[src/rtl/gray_counter.sv]
`default_nettype none
// ============================================================================
// Module   : gray_counter
// Purpose  : Up/down binary counter with registered Gray-coded twin output,
//            parallel load, enable, wrap-or-saturate ends and terminal pulse.
// Revision : 1.0 - initial release
// ============================================================================
module gray_counter #(
   parameter int                    WIDTH     = 4,
   parameter int                    SATURATE  = 0,
   parameter logic [WIDTH-1:0]      RESET_VAL = '0
) (
   input  logic             clk,
   input  logic             rst_n,
   input  logic             en,
   input  logic             up_dn,
   input  logic             load,
   input  logic [WIDTH-1:0] load_bin,
   output logic [WIDTH-1:0] bin,
   output logic [WIDTH-1:0] gray,
   output logic             tc
);

   localparam logic [WIDTH-1:0] c_one        = {{(WIDTH-1){1'b0}}, 1'b1};
   localparam logic [WIDTH-1:0] c_max        = {WIDTH{1'b1}};
   localparam logic [WIDTH-1:0] c_reset_gray = RESET_VAL ^ (RESET_VAL >> 1);

   logic [WIDTH-1:0] r_bin;
   logic [WIDTH-1:0] r_gray;
   logic             r_tc;

   logic [WIDTH-1:0] w_bin_nxt;
   logic [WIDTH-1:0] w_gray_nxt;
   logic             w_tc_nxt;
   logic             w_at_end;

   always_comb begin
      w_bin_nxt = r_bin;
      w_tc_nxt  = 1'b0;
      w_at_end  = up_dn ? (r_bin == c_max) : (r_bin == '0);
      if (load) begin
         w_bin_nxt = load_bin;
      end else if (en) begin
         w_tc_nxt = w_at_end;
         // In saturate mode a step at the limit is swallowed but still flagged.
         if (!(w_at_end && (SATURATE != 0))) begin
            w_bin_nxt = up_dn ? (r_bin + c_one) : (r_bin - c_one);
         end
      end
      w_gray_nxt = w_bin_nxt ^ (w_bin_nxt >> 1);
   end

   always_ff @(posedge clk) begin
      if (!rst_n) begin
         r_bin  <= RESET_VAL;
         r_gray <= c_reset_gray;
         r_tc   <= 1'b0;
      end else begin
         r_bin  <= w_bin_nxt;
         r_gray <= w_gray_nxt;
         r_tc   <= w_tc_nxt;
      end
   end

   assign bin  = r_bin;
   assign gray = r_gray;
   assign tc   = r_tc;

endmodule
`default_nettype wire

[config.mk]
export PLATFORM = sky130hd
export DESIGN_NAME = gray_counter
export DESIGN_NICKNAME = d
export VERILOG_FILES = /design/src/rtl/gray_counter.sv
export SDC_FILE = /design/constraint.sdc
export NUM_CORES = 1
export LEC_CHECK = 0
export ABC_AREA = 1
export CELL_PAD_IN_SITES_DETAIL_PLACEMENT = 0
export CELL_PAD_IN_SITES_GLOBAL_PLACEMENT = 2
export CORE_UTILIZATION = 23
export CTS_CLUSTER_DIAMETER = 150
export DETAILED_ROUTE_END_ITERATION = 16
export GPL_TIMING_DRIVEN = 0
export PLACE_DENSITY_LB_ADDON = 0.05
export SYNTH_ARGS = -nofsm -noshare
export SYNTH_HDL_FRONTEND = slang
export SYNTH_SLANG_ARGS = --single-unit
[constraint.sdc]
create_clock -name clk -period 2.23 [get_ports clk]
set_input_delay 0.446 -clock clk [delete_from_list [all_inputs] [get_ports clk]]
set_output_delay 0.446 -clock clk [all_outputs]
set_load 0.005 [all_outputs]
Word-level counts from Yosys, hierarchy flattened
Index checks and enable logic that the tools add are counted.
{"block": "totals", "regBits": 9, "input_bits": 9}
{"block": "classes", "muxes": 4, "add_sub_neg": 2, "n_eq_ne": 1, "bitwise": 3, "reduce_logical": 2}
{"operator": "2-to-1 mux 4 bit", "count": 3}
{"operator": "adder 4 x 1 -> 4 bit (second input constant)", "count": 1}
{"operator": "equality test 4 bit (second input constant)", "count": 1}
{"operator": "zero test 4 bit", "count": 1}
{"operator": "subtractor 4 x 1 -> 4 bit (second input constant)", "count": 1}
{"operator": "bitwise XOR 4 x 3 -> 4 bit", "count": 1}
{"operator": "OR reduction 3 bit", "count": 1}
{"operator": "inverter 1 bit", "count": 2}
{"operator": "2-to-1 mux 1 bit", "count": 1}

Longest topological paths before layout
Gate-level depths: netlist of the first run.
{"block": "depth", "depth_word": 5, "ltp_mapped": 11, "ltp_nobuf": 11}

Worst setup path after synthesis of the first run
OpenSTA, ideal clock, no wires.
{"block": "synth_path", "kind": "input port to flip-flop", "startpoint": "input port up_dn", "endpoint": "register r_gray[1], in the netlist gray[1]", "path_slack_ps": 700, "setup_ps": 69, "stages": 8, "arrival_ps": 1461, "required_ps": 2161, "cell_sequence": "inv_1 -> fa_1 -> nand2_1 -> nand3_1 -> o21ai_2 -> nor2_2 -> nand2_1 -> o21ai_1"}
{"block": "synth_via", "elab_chain_cells": 4}
{"item": "from (decl)", "line": "16", "text": "input logic up_dn,"}
{"item": "2-to-1 mux 4 bit", "line": "47", "text": "w_bin_nxt = up_dn ? (r_bin + c_one) : (r_bin - c_one);"}
{"item": "2-to-1 mux 4 bit", "line": "43", "text": "end else if (en) begin"}
{"item": "2-to-1 mux 4 bit", "line": "41", "text": "if (load) begin"}
{"item": "bitwise XOR 4 x 3 -> 4 bit", "line": "50", "text": "w_gray_nxt = w_bin_nxt ^ (w_bin_nxt >> 1);"}
{"item": "to (signal assigned)", "line": "56", "text": "r_gray <= c_reset_gray;"}
{"item": "to (signal assigned)", "line": "60", "text": "r_gray <= w_gray_nxt;"}
{"item": "to (decl)", "line": "29", "text": "logic [WIDTH-1:0] r_gray;"}
Every way passes these cells.
A chain may end at the register's enable or synchronous reset.

Final worst setup path of the first run
{"block": "layout_path", "startpoint": "input port up_dn", "endpoint": "register r_gray[2], in the netlist gray[2]"}
The elaborated chain is that of the path after synthesis.

==> Implementation_results.wiki, run 1 <==
{| class="wikitable"
! Metric !! Value
|-
| Outcome || finished clean
|-
| Worst hold endpoint || tc
|-
| Synthesis-to-finish area growth || 46.65%
|-
| Hold buffer count at CTS || 0
|-
| Count of warnings emitted by yosys || 0
|-
| Main area contributors after synthesis || dfxtp_1, nand2_1, o21ai_2, ha_1, nand3_1
|-
| Number of nets with antenna violations after detailed routing || 0
|-
| Vias || 463
|-
| Initial standard-cell utilization of the core || 24.49%
|-
| Number of nets at the end of the flow || 100
|-
| Die Y-Extent || 47.94 µm
|-
| Cells along the critical path || clkdlybuf4s50_1, inv_1, fa_1, nand2_1, nand2_1, o21ai_2, nand2_2, nor2_2, nand2_1, nand2_1
|-
| Post-synthesis async set-or-reset flop share || 0%
|-
| R2R Setup Slk || a little under 700 ps
|-
| Worst Hold Margin || 577.9 ps
|-
| Worst-path fanout max || 4
|-
| Worst hold path class || register to register
|-
| Total detailed-routing wirelength || between 1000 and 1500 µm
|-
| Worst slack at placement || approximately 35 ps
|-
| Std-Cell Core Area || 0.001982 mm²
|-
| Count of buffer and inverter cells on the critical path || 2
|-
| Worst r2r path cells || 7
|-
| Cells after synthesis || 66
|-
| Power density over the cells || between 500 and 600 mW/mm²
|-
| Delay-heaviest family, CP || buffers and inverters
|-
| Remaining max-slew budget at the tightest pin || 81.13%
|-
| # IOs || 18
|-
| First-pass detailed-route iteration total || 4
|-
| Number of instances on the worst hold path || 2
|-
| Maximum resistive drop on vdd || 208.1 µV
|-
| Number of synthesized register bits || 8
|-
| Total setup buffers inserted after CTS || 0
|-
| Least-Margin Pin Slew || ~280 ps
|-
| Top cells by instance count after synthesis || nand2_1, dfxtp_1, nand3_1, nor2_1
|-
| Data required time at the worst endpoint || 2430 ps
|-
| Detailed-route vias per instance || 4.097
|-
| Setup clock skew after layout || between 4 and 5 ps
|-
| Number of global-route vias before repair || 431
|-
| Worst skew pair latency || 250 ps
|-
| Power Total || 406.5 µW
|-
| Cell repeated most along the worst path || nand2_1
|-
| Final weighted congestion in routability-driven placement || 0.6978
|-
| TritonCTS buffer count || 3
|-
| Global router's overall resource usage || 12.05%
|-
| CTS clk-pin slew, worst paths || approximately 50 ps
|-
| Top cell type by total area after synthesis || dfxtp_1
|-
| Total instance count after detailed placement || 110
|-
| Max clock buf depth || 2
|-
| Per-cell routed wire length || 9.655 µm
|-
| Number of DRC markers after the initial detailed-route iteration || 6
|-
| Wire length of the first global-routing pass || roughly 1900 µm
|-
| Mean instance size in the synthesized netlist || about 7.4 µm²
|-
| Count of different cell masters after synthesis || 22
|-
| Count of buffers from port buffering || 17
|-
| Layout cell share with drive strength beyond 1 || 19.77%
|-
| Final Setup Violations || 0
|-
| CP Class || primary input to register
|-
| Ant diodes || 0
|-
| Ys flop type || dfxtp_1
|-
| Fraction of post-synthesis cell area in the top cell type by area || between 30 and 40%
|-
| Setup repair after global routing missed its margin || no
|-
| DIE AREA || roughly 0.0023 mm²
|-
| CTS tree || built
|-
| Final worst path period need || 1922 ps
|-
| Die extent in x || 47.94 µm
|-
| Critical Path Slowest Stage Cell || clkdlybuf4s50_1
|-
| Overflow left after global routing || 0
|-
| Crit path depth || 10
|-
| Startpoint types || primary input
|-
| EDFF count, synth || 0
|-
| Maximum clock frequency || 520.4 MHz
|-
| Half-perimeter wire length after detailed placement || between 800 and 900 µm
|-
| Max Cap Viol || 0
|-
| Setup slack after layout || slightly above 300 ps
|-
| Final cycle utilization of the critical path || 86.18%
|-
| Category of the worst setup path capture point || register
|-
| Post-cts resize count || 0
|-
| Max-slew violation count || 0
|-
| Seq/Total Area, Yosys || 32.99%
|-
| Final Non-Filler Cells || 113
|-
| Synthesized netlist net count || 78
|-
| Root buffer cell || clkbuf_4
|-
| Synthesized cell area || 485.5 µm²
|-
| Fin Setup TNS || 0 ps
|-
| Start point of the worst min-delay path || bin[2]
|-
| Static Leakage || 0.0003054 µW
|-
| Endpoint of the lowest-slack register-to-register path || gray[0]
|-
| Clock sinks || 8
|-
| H-tree lvl count || 1
|-
| Final hold viol count || 0
|-
| Most used standard cell by instance count after synthesis || nand2_1
|-
| Reg-to-reg startpoint || bin[0]
|-
| Maximum number of pins on one net before global-route repair || 8
|-
| Standard-cell row count || 16
|-
| DRC violation count after routing || 0
|-
| Initial antenna violation count || 0
|-
| Data arrival at the endpoint of the critical path || ~2100 ps
|-
| Stage delay of the slowest cell on the critical path || 500 ps
|}
-- layout make-up --
| cell class | count | area [µm²] |
|---|---|---|
| Inverter | 6 | 22.52 |
| Multi-Input combinational cell | 51 | 295.3 |
| Fill cell | 212 | 1270 |
| Sequential cell | 8 | 160.2 |
| Clock buffer | 3 | 22.52 |
| Tap cell | 27 | 33.78 |
| Buffer | 1 | 7.507 |
| Timing Repair Buffer | 17 | 170.2 |
-- through the flow --
step / util, % / instance area [µm²]
finish: 35.92 / 711.9
global route: 35.92 / 711.9
CTS: 35.92 / 711.9
detailed placement: 34.79 / 689.4
global placement: 34.79 / 689.4
floorplan: - / 485.5
-- cells in the final DEF, fill, tap and decap left out --
cell	synthesis	routed
clkbuf_4	0	3
inv_1	4	4
nand4_1	1	1
nand2_2	1	1
fa_1	1	1
nor2_1	5	5
a211oi_1	1	1
nand2_1	18	18
clkdlybuf4s50_1	0	17
nand3_1	5	5
nor2_2	4	4
o21ai_1	1	1
buf_4	1	1
nor3_1	1	1
dfxtp_1	8	8
ha_1	2	2
xnor2_1	1	1
inv_2	2	2
a21oi_2	1	1
o21ai_2	3	3
or2_1	2	2
or2_2	1	1
nor2_4	1	1
a21oi_1	2	2
-- tightest hold or removal path: stages, from the launching register on --
cell and delay, ps:
dfxtp_1 360, nor2_1 120, a211oi_1 50
-- power breakdown --
part | internal [µW] | switching (µW) | total (µW) | leakage, µW
clock | 61.5 | 47.6 | 109 | 0.0000138
sequential | 157 | 13.8 | 171 | 0.0000665
combinational | 69.0 | 57.3 | 126 | 0.000225
total | 288 | 119 | 406 | 0.000305
-- cell families (layout without fill, tap and decap cells) --
group / Yosys count / count (layout) / synth area share [%]
flip-flops: 8 / 8 / 32.99
adder cells (fa/ha/maj): 3 / 3 / 9.278
XOR/XNOR: 1 / 1 / 1.804
AND/OR/NAND/NOR: 39 / 39 / 37.89
buffers and inverters: 7 / 27 / 6.186
AO/OA/AOI/OAI: 8 / 8 / 11.86
-- worst max path at each step --
stage / slack, ps / from / to
after floorplan: 700 / up_dn / gray[1]
after global placement: 10 / up_dn / gray[1]
after detailed placement: 30 / up_dn / gray[1]
after CTS: 300 / up_dn / gray[1]
after global routing: 120 / up_dn / gray[1]
final: 310 / up_dn / gray[2]
-- flip-flops by register name, summed over array words and instances, names as in the netlist --
| name | flops |
|---|---|
| gray | 3 |
| bin | 4 |
| tc | 1 |
-- metal layers --
metal	vias to the layer above	wire length, µm	GRT usage (%)
met1	192	574	16.74
met3	0	55	4.528
met5	-	0	0
met4	0	0	5.000
met2	16	461	16.49
li1	255	-	-
Power figures use the tool's default switching activity.
==> run 2, diff against run 1 <==
Settings changed: CELL_PAD_IN_SITES_DETAIL_PLACEMENT 0 to not set, CELL_PAD_IN_SITES_GLOBAL_PLACEMENT 2 to not set, CORE_AREA set to 2 2 39 41, CORE_UTILIZATION 23 to not set, DIE_AREA set to 0 0 41 43.
==> Implementation_results.wiki, run 2 (synthesized netlist as in run 1, its figures left out) <==
{| class="wikitable"
! Metric !! Value
|-
| Critical path origin || up_dn
|-
| CP Class || primary input to register
|-
| Wire length of the first global-routing pass || 1628 µm (-12%)
|-
| Initial antenna violation count || 0 (unchanged)
|-
| Delay-heaviest family, CP || buffers and inverters
|-
| Worst skew pair latency || 250 ps (about the same)
|-
| DIE AREA || 0.001763 mm² (-23%)
|-
| Final standard cell area without fillers || 698.2 µm² (-1.9%)
|-
| Fin Setup TNS || 0 ps (unchanged)
|-
| Remaining max-slew budget at the tightest pin || 81.88% (+0.75 points)
|-
| Data arrival at the endpoint of the critical path || 2130 ps (about the same)
|-
| Initial standard-cell utilization of the core || 35.08% (+11 points)
|-
| Least-Margin Pin Slew || 271.0 ps (-11.71 ps)
|-
| Count of buffer and inverter cells on the critical path || 2 (unchanged)
|-
| Die extent in x || 41 µm (-14%)
|-
| Vias || 465 (+0.43%)
|-
| Utilization after layout || 50.45% (+15 points)
|-
| DRC violation count after routing || 0 (unchanged)
|-
| Std-Cell Core Area || 0.001384 mm² (-30%)
|-
| Outcome || finished clean
|-
| Half-perimeter wire length after detailed placement || 811.8 µm (-7.8%)
|-
| Standard cell area after detailed placement || 675.6 µm² (-2.0%)
|-
| Category of the worst setup path capture point || register
|-
| Layout cell share with drive strength beyond 1 || 19.77% (unchanged)
|-
| First-pass detailed-route iteration total || 3 (-1)
|-
| Ant diodes || 0 (unchanged)
|-
| Total setup buffers inserted after CTS || 0 (unchanged)
|-
| Worst-path fanout max || 4 (unchanged)
|-
| H-tree lvl count || 1 (unchanged)
|-
| Hold buffer count at CTS || 0 (unchanged)
|-
| Global router's overall resource usage || 13.72% (+1.7 points)
|-
| Final hold viol count || 0 (unchanged)
|-
| Final Setup Violations || 0 (unchanged)
|-
| Data required time at the worst endpoint || 2420 ps (about the same)
|-
| Power density over the cells || 581.5 mW/mm² (+1.8%)
|-
| Cell repeated most along the worst path || nand2_1
|-
| Commonest cells after routing, fill and taps aside || nand2_1, clkdlybuf4s50_1, dfxtp_1
|-
| Maximum number of pins on one net before global-route repair || 8 (unchanged)
|-
| Overflow left after global routing || 0 (unchanged)
|-
| Setup repair after global routing missed its margin || no
|-
| Max clock buf depth || 2 (unchanged)
|-
| Detailed-route vias per instance || 4.559 (+11%)
|-
| # IOs || 18 (unchanged)
|-
| Flip-flop count of the largest register, all copies and words added || 4 (unchanged)
|-
| Number of global-route vias before repair || 421 (-2.3%)
|-
| CTS tree || built
|-
| Maximum clock frequency || 515.8 MHz (-0.88%)
|-
| Worst Hold Margin || 565.5 ps (-12.34 ps)
|-
| Most common cell after layout, fill and taps aside || nand2_1
|-
| Stage delay of the slowest cell on the critical path || 540 ps (+40 ps)
|-
| Clock sinks || 8 (unchanged)
|-
| Max Cap Viol || 0 (unchanged)
|-
| Worst hold path class || register to register
|-
| Count of buffers from port buffering || 17 (unchanged)
|-
| Cells along the critical path || clkdlybuf4s50_1, inv_1, fa_1, nand2_1, nand3_1, o21ai_2, nor2_2, nand2_1, o21ai_1
|-
| Start point of the worst min-delay path || bin[2]
|-
| Root buffer cell || clkbuf_4
|-
| Critical Path Slowest Stage Cell || fa_1
|-
| Reg-to-reg startpoint || bin[0]
|-
| Final cycle utilization of the critical path || 86.94% (+0.76 points)
|-
| Number of nets at the end of the flow || 100 (unchanged)
|-
| TritonCTS buffer count || 3 (unchanged)
|-
| Maximum resistive drop on vdd || 254.8 µV (+22%)
|-
| Post-cts resize count || 0 (unchanged)
|-
| Setup clock skew after layout || 7.855 ps (+3.327 ps)
|-
| Per-cell routed wire length || 9.814 µm (+1.6%)
|-
| Total detailed-routing wirelength || 1001 µm (-8.2%)
|-
| Final worst path period need || 1939 ps (+17.00 ps)
|-
| CTS clk-pin slew, worst paths || 60 ps (about the same)
|-
| Startpoint types || primary input
|-
| Synthesis-to-finish area growth || 43.81%
|-
| Static Leakage || 0.0003054 µW (unchanged)
|-
| Standard-cell row count || 14 (-2)
|-
| Final weighted congestion in routability-driven placement || 0.6730 (-3.6%)
|-
| Die Y-Extent || 43 µm (-10%)
|-
| Number of nets with antenna violations after detailed routing || 0 (unchanged)
|-
| Number of DRC markers after the initial detailed-route iteration || 3 (-3)
|-
| Max-slew violation count || 0 (unchanged)
|}
-- run 2: cell counts in the layout (fill, tap and decap cells not counted) --
No cell type changed its count.
-- run 2: area by class of cell --
type,count,area [µm²]
fillers,145,685.7
multi-input cells,51,295.3
repair buffers,17,170.2
flip-flops and latches,8,160.2
clock buffers,3,22.52
inverters,6,22.52
well taps,16,20.02
plain buffers,1,7.507
-- run 2: worst reg2reg max path, stage by stage (launching register included) --
cell and delay (ps):
dfxtp_1 460, fa_1 460, nand2_1 80, nand3_1 110
o21ai_2 100, nor2_2 70, nor2_2 120, nor2_2 40
-- run 2: through the flow --
stage / instances / setup WS (ps) / power [µW]
2_1_floorplan: 66 / 700.2 / 241.1
3_3_place_gp: 99 / 5.195 / 300.4
3_5_place_dp: 99 / 31.07 / 301.3
4_1_cts: 102 / 281.6 / 413.4
5_1_grt: 102 / 188.6 / 432.9
6_report: 102 / 291.3 / 406.0
-- run 2: path summary, 6_finish.rpt --
path / endpoint / slack, ps / depth (start not counted)
worst min-delay path: tc / 570 / 2
worst min register to register: tc / 570 / 2
worst max register to register: gray[0] / 690 / 7
worst max-delay path: gray[1] / 290 / 9
-- run 2: power by group --
| group | total (µW) | switching (µW) | internal (µW) | leakage (µW) |
|---|---|---|---|---|
| clock network | 109 | 47.9 | 61.5 | 0.0000138 |
| registers | 170 | 12.5 | 157 | 0.0000665 |
| logic | 127 | 57.5 | 69.3 | 0.000225 |
| total | 406 | 118 | 288 | 0.000305 |
-- run 2: routing by layer --
metal	vias up	share of wire, %	global-route usage (%)
met5	-	0	0
met4	0	1.0	8.000
met3	2	8.2	4.712
met2	15	45	20.00
met1	192	45	16.67
li1	256	-	-
